$ cat src/rtl/char_out_arbiter.sv
// Console arbiter: per-source byte FIFOs, line-atomic round-robin grant,
// and a strobe/gap output sequencer driving a single character sink.
module char_out_arbiter #(
  parameter int NUM_REQ       = 4,
  parameter int FIFO_DEPTH    = 16,
  parameter int STROBE_CYCLES = 2,
  parameter int GAP_CYCLES    = 1,
  parameter int LINE_TIMEOUT  = 1024
) (
  input  logic                 clk,
  input  logic                 reset,
  input  logic [NUM_REQ-1:0]   req_valid,
  input  logic [8*NUM_REQ-1:0] req_char,
  output logic [NUM_REQ-1:0]   req_ready,
  output logic [7:0]           term_char,
  output logic                 term_strobe,
  output logic [NUM_REQ-1:0]   grant,
  output logic                 busy
);

  localparam int AW   = $clog2(FIFO_DEPTH);
  localparam int PW   = AW + 1;
  localparam int IW   = (NUM_REQ > 1) ? $clog2(NUM_REQ) : 1;
  localparam int CMAX = (STROBE_CYCLES > GAP_CYCLES) ?
                        STROBE_CYCLES : GAP_CYCLES;
  localparam int CW   = (CMAX > 1) ? $clog2(CMAX) : 1;
  localparam int TW   = $clog2(LINE_TIMEOUT + 1);

  typedef enum logic [1:0] {
    S_IDLE,
    S_STROBE,
    S_GAP
  } state_e;

  logic [7:0]   mem_q [NUM_REQ][FIFO_DEPTH];
  logic [PW-1:0] wptr_q [NUM_REQ];
  logic [PW-1:0] wptr_d [NUM_REQ];
  logic [PW-1:0] rptr_q [NUM_REQ];
  logic [PW-1:0] rptr_d [NUM_REQ];

  logic [NUM_REQ-1:0] full;
  logic [NUM_REQ-1:0] empty;
  logic [NUM_REQ-1:0] push;
  logic [NUM_REQ-1:0] pop;

  state_e        state_q, state_d;
  logic [CW-1:0] cnt_q, cnt_d;
  logic [7:0]    char_q, char_d;
  logic          strobe_q, strobe_d;

  logic          gvld_q, gvld_d;
  logic [IW-1:0] gidx_q, gidx_d;
  logic [IW-1:0] last_q, last_d;
  logic [TW-1:0] tmo_q, tmo_d;

  logic [IW-1:0] pick;
  logic [IW-1:0] cand;
  logic          pick_vld;
  logic          idle_empty;
  logic          rel_lf;
  logic          rel_tmo;

  always_comb begin
    for (int i = 0; i < NUM_REQ; i++) begin
      full[i]  = (wptr_q[i][AW] != rptr_q[i][AW]) &&
                 (wptr_q[i][AW-1:0] == rptr_q[i][AW-1:0]);
      empty[i] = (wptr_q[i] == rptr_q[i]);
      push[i]  = req_valid[i] & ~full[i];
    end
  end

  assign req_ready = ~full;

  // Search downwards so the candidate nearest last+1 wins.
  always_comb begin
    pick     = '0;
    cand     = '0;
    pick_vld = 1'b0;
    for (int k = NUM_REQ; k >= 1; k--) begin
      cand = IW'((int'(last_q) + k) % NUM_REQ);
      if (!empty[cand]) begin
        pick     = cand;
        pick_vld = 1'b1;
      end
    end
  end

  always_comb begin
    state_d  = state_q;
    cnt_d    = cnt_q;
    char_d   = char_q;
    strobe_d = strobe_q;
    pop      = '0;
    unique case (state_q)
      S_IDLE: begin
        if (gvld_q && !empty[gidx_q]) begin
          pop[gidx_q] = 1'b1;
          char_d   = mem_q[gidx_q][rptr_q[gidx_q][AW-1:0]];
          state_d  = S_STROBE;
          cnt_d    = CW'(STROBE_CYCLES - 1);
          strobe_d = 1'b1;
        end
      end
      S_STROBE: begin
        if (cnt_q == '0) begin
          state_d  = S_GAP;
          cnt_d    = CW'(GAP_CYCLES - 1);
          strobe_d = 1'b0;
        end else begin
          cnt_d = cnt_q - CW'(1);
        end
      end
      S_GAP: begin
        if (cnt_q == '0) begin
          state_d = S_IDLE;
        end else begin
          cnt_d = cnt_q - CW'(1);
        end
      end
      default: begin
        state_d  = S_IDLE;
        strobe_d = 1'b0;
      end
    endcase
  end

  always_comb begin
    gvld_d = gvld_q;
    gidx_d = gidx_q;
    last_d = last_q;
    idle_empty = gvld_q && (state_q == S_IDLE) && empty[gidx_q];
    rel_lf  = gvld_q && (state_q == S_GAP) && (cnt_q == '0) &&
              (char_q == 8'h0A);
    rel_tmo = idle_empty && !push[gidx_q] &&
              (tmo_q == TW'(LINE_TIMEOUT - 1));
    tmo_d = (idle_empty && !push[gidx_q]) ? tmo_q + TW'(1) : '0;
    if (rel_lf || rel_tmo) begin
      gvld_d = 1'b0;
      last_d = gidx_q;
      tmo_d  = '0;
    end else if (!gvld_q && pick_vld) begin
      gvld_d = 1'b1;
      gidx_d = pick;
    end
  end

  always_comb begin
    for (int i = 0; i < NUM_REQ; i++) begin
      wptr_d[i] = wptr_q[i] + PW'(push[i]);
      rptr_d[i] = rptr_q[i] + PW'(pop[i]);
    end
  end

  always_ff @(posedge clk) begin
    if (reset) begin
      state_q  <= S_IDLE;
      cnt_q    <= '0;
      char_q   <= 8'h00;
      strobe_q <= 1'b0;
      gvld_q   <= 1'b0;
      gidx_q   <= '0;
      last_q   <= IW'(NUM_REQ - 1);
      tmo_q    <= '0;
      for (int i = 0; i < NUM_REQ; i++) begin
        wptr_q[i] <= '0;
        rptr_q[i] <= '0;
      end
    end else begin
      state_q  <= state_d;
      cnt_q    <= cnt_d;
      char_q   <= char_d;
      strobe_q <= strobe_d;
      gvld_q   <= gvld_d;
      gidx_q   <= gidx_d;
      last_q   <= last_d;
      tmo_q    <= tmo_d;
      for (int i = 0; i < NUM_REQ; i++) begin
        wptr_q[i] <= wptr_d[i];
        rptr_q[i] <= rptr_d[i];
      end
    end
  end

  // Storage needs no reset: pointers alone define contents.
  always_ff @(posedge clk) begin
    for (int i = 0; i < NUM_REQ; i++) begin
      if (push[i]) begin
        mem_q[i][wptr_q[i][AW-1:0]] <= req_char[8*i +: 8];
      end
    end
  end

  always_comb begin
    grant = '0;
    if (gvld_q) begin
      grant[gidx_q] = 1'b1;
    end
  end

  assign term_char   = char_q;
  assign term_strobe = strobe_q;
  assign busy        = (|(~empty)) || (state_q != S_IDLE);

endmodule
$ cat config.mk
export PLATFORM = sky130hd
export DESIGN_NAME = char_out_arbiter
export DESIGN_NICKNAME = d
export VERILOG_FILES = /design/src/rtl/char_out_arbiter.sv
export SDC_FILE = /design/constraint.sdc
export NUM_CORES = 1
export LEC_CHECK = 0
export CAP_MARGIN = 20
export CORE_ASPECT_RATIO = 1.2
export CORE_UTILIZATION = 35
export CTS_BUF_LIST = sky130_fd_sc_hd__clkbuf_8
export DETAILED_ROUTE_END_ITERATION = 8
export GPL_TIMING_DRIVEN = 0
export PLACE_DENSITY = 0.6
export SLEW_MARGIN = 20
export SYNTH_ARGS = -nofsm -noshare
export SYNTH_HDL_FRONTEND = slang
export SYNTH_SLANG_ARGS = --single-unit
export TNS_END_PERCENT = 5
$ cat constraint.sdc
create_clock -name clk -period 4.8 [get_ports clk]
set_clock_uncertainty 0.1 [all_clocks]
set_input_delay 1.44 -clock clk [delete_from_list [all_inputs] [get_ports clk]]
set_output_delay 1.44 -clock clk [all_outputs]
set_load 0.02 [all_outputs]
==> reports/qor.csv <==
stage,metric,value,unit
status,outcome,completed,
yosys,Yosys top cell area share,64.5,%
timing,Final Cycle Share,96.2,%
yosys,"Distinct cells, synth",62,
power,part of the power in registers,48.3,%
floorplan,Die Span Y,288,µm
yosys,Post-synth EDFFs,512,
route,Routed WL,75.7,mm
yosys,Synth Net Count,1610,
placement,HPWL after detailed placement,55.7,mm
global_route,Most Crowded Layer GR,met2,
final_layout,Sequential cell area,0.0168,mm²
worst_hold_path,HP Start,tmo_q[0],
final_layout,"commonest non-fill, non-tap cell in the layout",edfxtp_1,
worst_setup_path,kind of critical path,reg2out,
power,Comb pwr share,18.5,%
worst_setup_path,Worst Setup SP,wptr_q[1][0],
yosys,ys flop type,edfxtp_1,
yosys,Synth area leader,edfxtp_1,
clocking,Max Root-Sink Buffers,3,
floorplan,initial core utilization,35.5,%
global_route,initial antenna violation count,5,
final_layout,multi-input combinational cell area,0.00678,mm²
floorplan,I/O pin cnt,56,
worst_setup_path,Critical Path Source Type,flop,
yosys,ys async rst share,0,%
yosys,syn avg cell area,15.4,µm²
route,WL/cell,28.4,µm
placement,IO buf count,54,
power,Peak VDD IR,0.233,mV
timing,unrepaired setup endpoints after global routing,false,
yosys,Synth Register Bits,582,
yosys,synthesized area,0.0239,mm²
global_route,Global Route Usage Sum,22.1,%
worst_hold_path,Hold Crit Class,reg2reg,
power,Sw Ratio,29.2,%
power,clock share of power,33.2,%
floorplan,die area,0.0692,mm²
route,DR vias,14700,
timing,Max Clk Rate,0.217,GHz
worst_setup_path,CP Cell Sequence,"clkbuf_2, xor2_1, nor4_4, nand2_1, nor4_4, nand2_1, clkdlybuf4s50_1",
timing,setup TNS,0,ps
worst_setup_path,CP endpoint kind,primary output,
route,drt drc,0,
clocking,total CTS buffers,91,
placement,global placer's final weighted congestion,1.05,
timing,Rel. slew slack,24.0,%
worst_setup_path,"CP delay by family, top",simple AND/OR/NAND/NOR gates,
clocking,CTS tree,yes,
global_route,largest net degree at the start of global routing,17,
worst_setup_path,CP required,3260,ps
clocking,worst skew pair latency,680,ps
route,drt pass-1 iters,5,
clocking,setup bufs post-CTS,0,
floorplan,Cell Rows,104,
final_layout,Fillers,6171,
floorplan,core area,0.0673,mm²
global_route,global-route wire length before repair,105,mm
route,vias per inst,5.50,
final_layout,synth-to-layout area growth,14.8,%
clocking,Worst-path clk slew,60,ps
worst_setup_path,Buf/Inv on CP,2,
timing,final max-slew violation count,0,
floorplan,Die Wd,240,µm
worst_setup_path,worst-path maximum fanout,8,
clocking,H-Tree Level Count,3,
global_route,met3 Use GR,3.74,%
timing,Fin. Hold Viols,0,
worst_setup_path,CP max-delay cell,clkdlybuf4s50_1,
yosys,warnings from Yosys,0,
timing,Setup Viol. Count Final,0,
clocking,Clock Sinks,582,
job,max_cap viols,0,
power,Leakage Power,8.76,nW
final_layout,"commonest cells after routing, fill and taps aside","512 x edfxtp_1, 143 x mux2i_1, 106 x nor2_1",
final_layout,final net count,1761,
global_route,M2 GR Usage,36.4,%
timing,Hold Slack,368,ps
worst_setup_path,"slowest stage delay, CP",550,ps
global_route,GR Overflow Total,0,
route,Detail Route Antenna Nets,0,
power,Power Density,431,mW/mm²
route,drt first-iter violations,1685,
yosys,Post-Synthesis Cells,1550,
power,Pint,8.34,mW
timing,Slew @ Worst Pin,1140,ps
timing,Final Critical Period,4620,ps
yosys,largest cells by area after synthesis,"edfxtp_1 64%, mux2i_1 6.0%, dfxtp_1 5.9%, mux4_2 4.7%, nor2_1 1.7%",
global_route,met1 GRT Util,27.4,%
global_route,number of global-route vias before repair,14200,
clocking,root cell of the clock tree,clkbuf_8,
power,Switch Pwr,3.45,mW
final_layout,layout cells sized above 1,13.5,%
worst_setup_path,Critical Path AT,3080,ps
yosys,sequential element share of the synthesized area,70.3,%
repair_timing:
action | CTS | global route
endpoints found under the setup margin | 1 | 1
hold buffers | 0 | 0
gates resized for setup | 5 | 3
layout make-up:
class	count	share of cell area (%)
well taps	901	4.12
flip-flops and latches	582	61.3
multi-input cells	860	24.7
clock buffers	100	5.03
repair buffers	63	2.21
plain buffers	90	1.38
inverters	13	0.178
clock inverters	59	1.06
diodes	1	0.00914
final timing paths:
kind / cells after the start / endpoint / slack (ps)
setup / recovery: 7 / busy / 180
hold / removal: 1 / tmo_q[0] / 370
setup reg to reg: 10 / term_char[7] / 360
hold reg to reg: 1 / tmo_q[0] / 370
Yosys cell counts, types with 4 or more instances:
| master | n |
|---|---|
| edfxtp_1 | 512 |
| mux2i_1 | 144 |
| nor2_1 | 108 |
| nand2_1 | 83 |
| dfxtp_1 | 70 |
| clkbuf_1 | 55 |
| nor2b_1 | 51 |
| mux4_2 | 50 |
| a211oi_1 | 48 |
| nand3_1 | 48 |
| a21oi_1 | 42 |
| nor3_1 | 30 |
| xnor2_1 | 29 |
| xor2_1 | 23 |
| buf_2 | 22 |
| ha_1 | 22 |
| o21ai_0 | 17 |
| buf_1 | 16 |
| nand2b_1 | 13 |
| inv_1 | 12 |
| o22ai_1 | 11 |
| a31oi_1 | 10 |
| a221oi_1 | 9 |
| and3_1 | 9 |
| a311oi_1 | 8 |
| mux2_2 | 8 |
| nor4_1 | 8 |
| o31ai_1 | 8 |
| a22oi_1 | 7 |
| nand4_1 | 7 |
| o211ai_1 | 7 |
| and2_1 | 6 |
| nand3b_1 | 6 |
| o2111ai_1 | 5 |
| a2111oi_0 | 4 |
power groups by stage:
stage | sequential, mW | combinational, mW | clock (mW)
after CTS | 5.69 | 2.15 | 3.97
after floorplan | 5.79 | 1.16 | 0
after detailed placement | 5.80 | 2.13 | 0
after global placement | 5.79 | 2.10 | 0
after global routing | 5.70 | 2.26 | 4.17
final | 5.69 | 2.18 | 3.91
worst register-to-register path, delay by kind of cell, from the launching register on:
kind            cells  cell delay [ps]
buf+inv             5             2480
compound gates      3             1200
flops               1              310
simple gates        2              210
stage by stage:
step | utilization [%] | worst slack, ps | instance area, µm² | total power [mW] | cells
2_1_floorplan | - | 1410 | 23900 | 6.96 | 1550
3_3_place_gp | 37.9 | 7.61 | 25500 | 7.89 | 2505
3_5_place_dp | 38.2 | 312 | 25700 | 7.93 | 2514
4_1_cts | 40.7 | 12.4 | 27400 | 11.8 | 2671
5_1_grt | 40.7 | 5.85 | 27400 | 12.1 | 2669
6_report | 40.7 | 182 | 27400 | 11.8 | 2669
cell families after synthesis:
kind of cell             count (synthesis)  synth area share [%]
XOR/XNOR                                52                  1.91
flip-flops                             582                  70.3
adder cells (fa/ha/maj)                 22                  1.15
AND/OR/NAND/NOR                        387                  7.87
buffers and inverters                  108                  1.85
AO/OA/AOI/OAI                          196                  5.70
multiplexers                           203                  11.2
per-layer routing:
layer | routed length [µm] | vias up
met1 | 29100 | 7439
met4 | 4550 | 4
met3 | 5570 | 173
met2 | 36400 | 742
met5 | 22 | -
li1 | - | 6311
registers in the layout, summed over array words and instances, names as in the netlist, named ones only:
name,flops
cnt_q,1
gidx_q,2
gvld_q,1
last_q,2
mem_q,512
rptr_q,20
state_q,2
term_char,8
term_strobe,1
tmo_q,11
wptr_q,20
Note: power is estimated with default switching activity, not from simulation.
